## src/rtl/cpu_axi_bridge.sv

```systemverilog
// CPU valid/ready memory port to AXI4-Lite master bridge, one transaction in flight, with watchdog.
// Optional macro CPU_AXI_BRIDGE_WAIT_BRESP_EN: wait for the B channel before completing writes.
module cpu_axi_bridge #(
    parameter int unsigned TIMEOUT_CYCLES = 1024,
    parameter logic [31:0] ERR_DATA       = 32'hDEADBEEF
) (
    input  logic        CLK,
    input  logic        RSTb,

    input  logic        mem_valid,
    input  logic        mem_instr,
    output logic        mem_ready,
    input  logic [31:0] mem_addr,
    input  logic [31:0] mem_wdata,
    input  logic [3:0]  mem_wstrb,
    output logic [31:0] mem_rdata,

    output logic        mem_axi_awvalid,
    input  logic        mem_axi_awready,
    output logic [31:0] mem_axi_awaddr,
    output logic [2:0]  mem_axi_awprot,

    output logic        mem_axi_wvalid,
    input  logic        mem_axi_wready,
    output logic [31:0] mem_axi_wdata,
    output logic [3:0]  mem_axi_wstrb,

    input  logic        mem_axi_bvalid,
    output logic        mem_axi_bready,

    output logic        mem_axi_arvalid,
    input  logic        mem_axi_arready,
    output logic [31:0] mem_axi_araddr,
    output logic [2:0]  mem_axi_arprot,

    input  logic        mem_axi_rvalid,
    output logic        mem_axi_rready,
    input  logic [31:0] mem_axi_rdata,

    output logic        bus_error
);

    typedef enum logic [2:0] {
        StIdle,
        StRd,
        StWr,
        StWrResp,
        StDone
    } state_e;

    localparam bit          WdogEn   = (TIMEOUT_CYCLES != 0);
    localparam logic [15:0] WdogLast = WdogEn ? 16'(TIMEOUT_CYCLES - 1) : 16'd0;

    state_e      state_q, state_d;
    logic        arvalid_q, arvalid_d;
    logic        rready_q, rready_d;
    logic        awvalid_q, awvalid_d;
    logic        wvalid_q, wvalid_d;
    logic        aw_done_q, aw_done_d;
    logic        w_done_q, w_done_d;
    logic [31:0] araddr_q, araddr_d;
    logic [2:0]  arprot_q, arprot_d;
    logic [31:0] awaddr_q, awaddr_d;
    logic [2:0]  awprot_q, awprot_d;
    logic [31:0] wdata_q, wdata_d;
    logic [3:0]  wstrb_q, wstrb_d;
    logic [31:0] rdata_q, rdata_d;
    logic        mem_ready_q, mem_ready_d;
    logic        bus_error_q, bus_error_d;
    logic [15:0] wdog_q, wdog_d;

    logic        timeout;
    logic        aw_hs, w_hs;
    logic        aw_all, w_all;

`ifdef CPU_AXI_BRIDGE_WAIT_BRESP_EN
    logic        bready_q, bready_d;
`else
    logic        unused_bvalid;
    assign unused_bvalid = mem_axi_bvalid;
`endif

    assign timeout = WdogEn && (wdog_q == WdogLast);
    assign aw_hs   = awvalid_q & mem_axi_awready;
    assign w_hs    = wvalid_q & mem_axi_wready;
    assign aw_all  = aw_done_q | aw_hs;
    assign w_all   = w_done_q | w_hs;

    always_comb begin
        state_d     = state_q;
        arvalid_d   = arvalid_q;
        rready_d    = rready_q;
        awvalid_d   = awvalid_q;
        wvalid_d    = wvalid_q;
        aw_done_d   = aw_done_q;
        w_done_d    = w_done_q;
        araddr_d    = araddr_q;
        arprot_d    = arprot_q;
        awaddr_d    = awaddr_q;
        awprot_d    = awprot_q;
        wdata_d     = wdata_q;
        wstrb_d     = wstrb_q;
        rdata_d     = rdata_q;
        mem_ready_d = 1'b0;
        bus_error_d = bus_error_q;
        wdog_d      = wdog_q;
`ifdef CPU_AXI_BRIDGE_WAIT_BRESP_EN
        bready_d    = bready_q;
`endif

        unique case (state_q)
            StIdle: begin
                if (mem_valid) begin
                    wdog_d = 16'd0;
                    if (mem_wstrb == 4'd0) begin
                        araddr_d  = mem_addr;
                        arprot_d  = {mem_instr, 2'b00};
                        arvalid_d = 1'b1;
                        rready_d  = 1'b1;
                        state_d   = StRd;
                    end else begin
                        awaddr_d  = mem_addr;
                        awprot_d  = 3'b000;
                        wdata_d   = mem_wdata;
                        wstrb_d   = mem_wstrb;
                        awvalid_d = 1'b1;
                        wvalid_d  = 1'b1;
                        aw_done_d = 1'b0;
                        w_done_d  = 1'b0;
                        state_d   = StWr;
                    end
                end
            end

            StRd: begin
                wdog_d = wdog_q + 16'd1;
                if (arvalid_q && mem_axi_arready) begin
                    arvalid_d = 1'b0;
                end
                // A response in the timeout cycle still completes normally.
                if (mem_axi_rvalid && rready_q) begin
                    rdata_d     = mem_axi_rdata;
                    arvalid_d   = 1'b0;
                    rready_d    = 1'b0;
                    mem_ready_d = 1'b1;
                    state_d     = StDone;
                end else if (timeout) begin
                    rdata_d     = ERR_DATA;
                    arvalid_d   = 1'b0;
                    rready_d    = 1'b0;
                    bus_error_d = 1'b1;
                    mem_ready_d = 1'b1;
                    state_d     = StDone;
                end
            end

            StWr: begin
                wdog_d = wdog_q + 16'd1;
                if (aw_hs) begin
                    awvalid_d = 1'b0;
                    aw_done_d = 1'b1;
                end
                if (w_hs) begin
                    wvalid_d = 1'b0;
                    w_done_d = 1'b1;
                end
                if (aw_all && w_all) begin
`ifdef CPU_AXI_BRIDGE_WAIT_BRESP_EN
                    bready_d    = 1'b1;
                    state_d     = StWrResp;
`else
                    mem_ready_d = 1'b1;
                    state_d     = StDone;
`endif
                end else if (timeout) begin
                    awvalid_d   = 1'b0;
                    wvalid_d    = 1'b0;
                    bus_error_d = 1'b1;
                    mem_ready_d = 1'b1;
                    state_d     = StDone;
                end
            end

            StWrResp: begin
`ifdef CPU_AXI_BRIDGE_WAIT_BRESP_EN
                wdog_d = wdog_q + 16'd1;
                if (mem_axi_bvalid && bready_q) begin
                    bready_d    = 1'b0;
                    mem_ready_d = 1'b1;
                    state_d     = StDone;
                end else if (timeout) begin
                    bready_d    = 1'b0;
                    bus_error_d = 1'b1;
                    mem_ready_d = 1'b1;
                    state_d     = StDone;
                end
`else
                state_d = StIdle;
`endif
            end

            // One-cycle bubble; mem_valid is ignored here so back-to-back requests are safe.
            StDone: begin
                state_d = StIdle;
            end

            default: begin
                state_d = StIdle;
            end
        endcase
    end

    always_ff @(posedge CLK or negedge RSTb) begin
        if (!RSTb) begin
            state_q     <= StIdle;
            arvalid_q   <= 1'b0;
            rready_q    <= 1'b0;
            awvalid_q   <= 1'b0;
            wvalid_q    <= 1'b0;
            aw_done_q   <= 1'b0;
            w_done_q    <= 1'b0;
            araddr_q    <= 32'd0;
            arprot_q    <= 3'd0;
            awaddr_q    <= 32'd0;
            awprot_q    <= 3'd0;
            wdata_q     <= 32'd0;
            wstrb_q     <= 4'd0;
            rdata_q     <= 32'd0;
            mem_ready_q <= 1'b0;
            bus_error_q <= 1'b0;
            wdog_q      <= 16'd0;
`ifdef CPU_AXI_BRIDGE_WAIT_BRESP_EN
            bready_q    <= 1'b0;
`endif
        end else begin
            state_q     <= state_d;
            arvalid_q   <= arvalid_d;
            rready_q    <= rready_d;
            awvalid_q   <= awvalid_d;
            wvalid_q    <= wvalid_d;
            aw_done_q   <= aw_done_d;
            w_done_q    <= w_done_d;
            araddr_q    <= araddr_d;
            arprot_q    <= arprot_d;
            awaddr_q    <= awaddr_d;
            awprot_q    <= awprot_d;
            wdata_q     <= wdata_d;
            wstrb_q     <= wstrb_d;
            rdata_q     <= rdata_d;
            mem_ready_q <= mem_ready_d;
            bus_error_q <= bus_error_d;
            wdog_q      <= wdog_d;
`ifdef CPU_AXI_BRIDGE_WAIT_BRESP_EN
            bready_q    <= bready_d;
`endif
        end
    end

    assign mem_ready       = mem_ready_q;
    assign mem_rdata       = rdata_q;
    assign mem_axi_awvalid = awvalid_q;
    assign mem_axi_awaddr  = awaddr_q;
    assign mem_axi_awprot  = awprot_q;
    assign mem_axi_wvalid  = wvalid_q;
    assign mem_axi_wdata   = wdata_q;
    assign mem_axi_wstrb   = wstrb_q;
    assign mem_axi_arvalid = arvalid_q;
    assign mem_axi_araddr  = araddr_q;
    assign mem_axi_arprot  = arprot_q;
    assign mem_axi_rready  = rready_q;
    assign bus_error       = bus_error_q;
`ifdef CPU_AXI_BRIDGE_WAIT_BRESP_EN
    assign mem_axi_bready  = bready_q;
`else
    assign mem_axi_bready  = 1'b1;
`endif

endmodule

```

## config.mk

```make
export PLATFORM = sky130hd
export DESIGN_NAME = cpu_axi_bridge
export DESIGN_NICKNAME = d
export VERILOG_FILES = /design/src/rtl/cpu_axi_bridge.sv
export SDC_FILE = /design/constraint.sdc
export NUM_CORES = 1
export LEC_CHECK = 0
export BUFFER_PORTS_ARGS = -buffer_cell sky130_fd_sc_hd__buf_4
export CAP_MARGIN = 10
export CORE_MARGIN = 8
export CORE_UTILIZATION = 30
export CTS_CLUSTER_SIZE = 40
export DETAILED_ROUTE_END_ITERATION = 10
export HOLD_SLACK_MARGIN = 0.05
export PLACE_DENSITY = 0.55
export SYNTH_ARGS = -nofsm -noshare
export SYNTH_HDL_FRONTEND = slang
export SYNTH_SLANG_ARGS = --single-unit
```

## constraint.sdc

```tcl
create_clock -name CLK -period 5.11 [get_ports CLK]
set_input_delay 1.022 -clock CLK [delete_from_list [all_inputs] [get_ports CLK]]
set_output_delay 1.022 -clock CLK [all_outputs]
set_load 0.01 [all_outputs]
```

==> impl_metrics.tcl <==
set metrics [dict create \
    yosysWarnings 0 \
    grt_pass1_wl_mm 28.9 \
    ys_seq_area_share_pct 63.2 \
    grt_max_degree 81 \
    synth_area_leaders "dfrtp_1, mux2_2, o22a_1" \
    die_y_um 161 \
    synth_area_leader_cell "dfrtp_1" \
    slew_headroom_pct 36.0 \
    dr.pass1.iters 4 \
    cp_max_fo 41 \
    clk_latency_ps 420 \
    synthFlopType "dfrtp_1" \
    drv_cap 0 \
    yosysUniqueCellTypes 45 \
    ir_drop_mv 0.254 \
    fin_crit_ps 2790 \
    fmax_mhz 359 \
    crit_chain "buf_4 -> or4b_4 -> nor2_4 -> buf_12 -> mux2_2" \
    period_share_pct 54.6 \
    holdBufCountCts 0 \
    path_class "in -> reg" \
    finalHoldViolCount 0 \
    postCtsSetupRepairBufs 0 \
    rsz0062_at_grt "false" \
    rows 53 \
    drcViolationCount 0 \
    start_kind "input port" \
    placed_cell_area_mm2 0.00845 \
    setup_viol 0 \
    cp.arrival_ps 3090 \
    clockBufferDepth 2 \
    critPathCaptureType "register" \
    grt_pass1_vias 5229 \
    final_area_mm2 0.00907 \
    num_io_pins 254 \
    areaGrowthSynthToFinish_pct 43.1 \
    cts.repair.resized 0 \
    root_buffer "clkbuf_16" \
    netlist_instances 443 \
    die_w_um 161 \
    required_ps 5410 \
    slowest_delay_ps 700 \
    synth_edf_count 0 \
    syn_area_mm2 0.00634 \
    routed_wl_mm 18.2 \
    tns_ps 0 \
    num_antenna_cells 0 \
    slew_viol_final 0 \
    powerDensity_mw_per_mm2 590 \
    fp.dieArea_mm2 0.0260 \
    initial_core_util_pct 30.3 \
    place_inst 947 \
    ant_nets 0 \
    gp_congestion 0.730 \
    clock_skew_ps 12.2 \
    fin_nets 801 \
    path_clk_slew_ps 60 \
    dpl.hpwl_mm 13.7 \
    power.leakage_nw 4.36 \
    gr-usage-all-layers_pct 14.0 \
    synthArstFlopShare_pct 100 \
    antenna_found_initial 0 \
    synth.top_cell.area_share_pct 63.2 \
    cts_buffers 17 \
    core_mm2 0.0209 \
    worstMarginPinSlew_ps 960 \
    hold_path_class "reg -> reg" \
    drive_above_1_share_pct 55.5 \
    final_cell_mix "buf_4, dfrtp_1, mux2_2" \
    worst_path_max_delay_cell "nor2_4" \
    viasPerCell 4.70 \
    cts_sinks 160 \
    synth_area_per_cell_um2 14.3 \
    h-tree-depth 4 \
    outcome "complete, no violations" \
    wire_per_inst_um 18.6 \
    vias 4605 \
    port_buffers 246 \
    synth_seq_cells 160 \
    final_common_cell "buf_4" \
    cts_tree "done" \
    drtIter0Drc 117 \
    stdcell_count 979 \
    grt_overflow 0 \
]
-- sequential cells by signal, summed over array words and instances, names as in the netlist --
signal           count
wdog_q              16
mem_axi_wvalid       1
mem_axi_wdata       32
mem_rdata           32
aw_done_q            1
bus_error            1
mem_axi_rready       1
mem_axi_arprot       1
w_done_q             1
mem_axi_arvalid      1
mem_ready            1
mem_axi_awvalid      1
state_q              3
mem_axi_wstrb        4
mem_axi_araddr      32
mem_axi_awaddr      32
-- kinds of logic after synthesis --
logic type               Yosys count  share of synthesized area [%]
AND/OR/NAND/NOR                   74                           6.71
multiplexers                     101                           18.0
flip-flops                       160                           63.2
adder cells (fa/ha/maj)            1                          0.197
buffers and inverters             27                           2.43
XOR/XNOR                           6                          0.829
AO/OA/AOI/OAI                     72                           8.57
other                              2                          0.119
-- critical path, delay by kind of cell --
kind          cells  cell delay [ps]
buf+inv           2              420
mux               1              380
simple gates      2             1210
-- through the flow --
| step | setup slack [ps] | util, % | power (mW) | hold WS (ps) |
|---|---|---|---|---|
| after floorplan | 2690 | - | 2.96 | 493 |
| after CTS | 2320 | 43.4 | 5.46 | 478 |
| final | 2320 | 43.4 | 5.35 | 473 |
| after global placement | 1930 | 40.4 | 4.02 | 455 |
| after detailed placement | 1860 | 40.4 | 4.07 | 459 |
| after global routing | 2220 | 43.4 | 5.68 | 499 |
-- power by group --
part / switching [mW] / internal, mW / total, mW
Clock: 0.557 / 0.788 / 1.34
Combinational: 0.835 / 1.10 / 1.93
Sequential: 0.310 / 1.77 / 2.08
-- worst paths after layout --
kind | from | to | depth (start not counted) | slack (ps)
setup / recovery | mem_valid | mem_axi_wdata[21]$_DFFE_PN0P_ | 5 | 2320
hold / removal | bus_error$_DFFE_PN0P_ | bus_error$_DFFE_PN0P_ | 1 | 470
setup reg to reg | state_q[1]$_DFFE_PN0N_ | mem_axi_wdata[21]$_DFFE_PN0P_ | 4 | 2360
hold reg to reg | bus_error$_DFFE_PN0P_ | bus_error$_DFFE_PN0P_ | 1 | 470
max in group asynchronous | RSTb | mem_axi_wdata[17]$_DFFE_PN0P_ | 2 | 3430
min in group asynchronous | RSTb | mem_axi_arvalid$_DFFE_PN0P_ | 1 | 610
-- cell type report --
cell class                      count  area [um2]
Inverter                            1        3.75
Clock inverter                     15         198
Sequential cell                   160        4000
Clock buffer                       17         425
Tap cell                          275         344
Fill cell                        1930       11800
Timing Repair Buffer              251        1900
Multi-Input combinational cell    260        2190
-- per-layer routing --
| layer | vias to the layer above | GRT usage (%) | routed length (um) |
|---|---|---|---|
| met5 | - | 0 | 0 |
| met3 | 10 | 7.41 | 1880 |
| li1 | 2107 | - | - |
| met1 | 2328 | 15.0 | 6870 |
| met2 | 160 | 23.7 | 9270 |
| met4 | 0 | 4.08 | 161 |
-- cell usage after synthesis (4+ instances only) --
| cell type | number |
|---|---|
| or3_1 | 4 |
| nand4_1 | 5 |
| dfrtp_1 | 160 |
| buf_4 | 7 |
| or4_1 | 6 |
| a21oi_1 | 13 |
| o21ai_0 | 11 |
| nand2_1 | 18 |
| nor2_1 | 15 |
| o31ai_1 | 4 |
| a22o_1 | 8 |
| mux2_2 | 101 |
| nand3_1 | 6 |
| buf_2 | 9 |
| and2_1 | 4 |
| clkbuf_1 | 8 |
| o22a_1 | 24 |
| xor2_1 | 4 |
(Power assumes the default switching activity.)
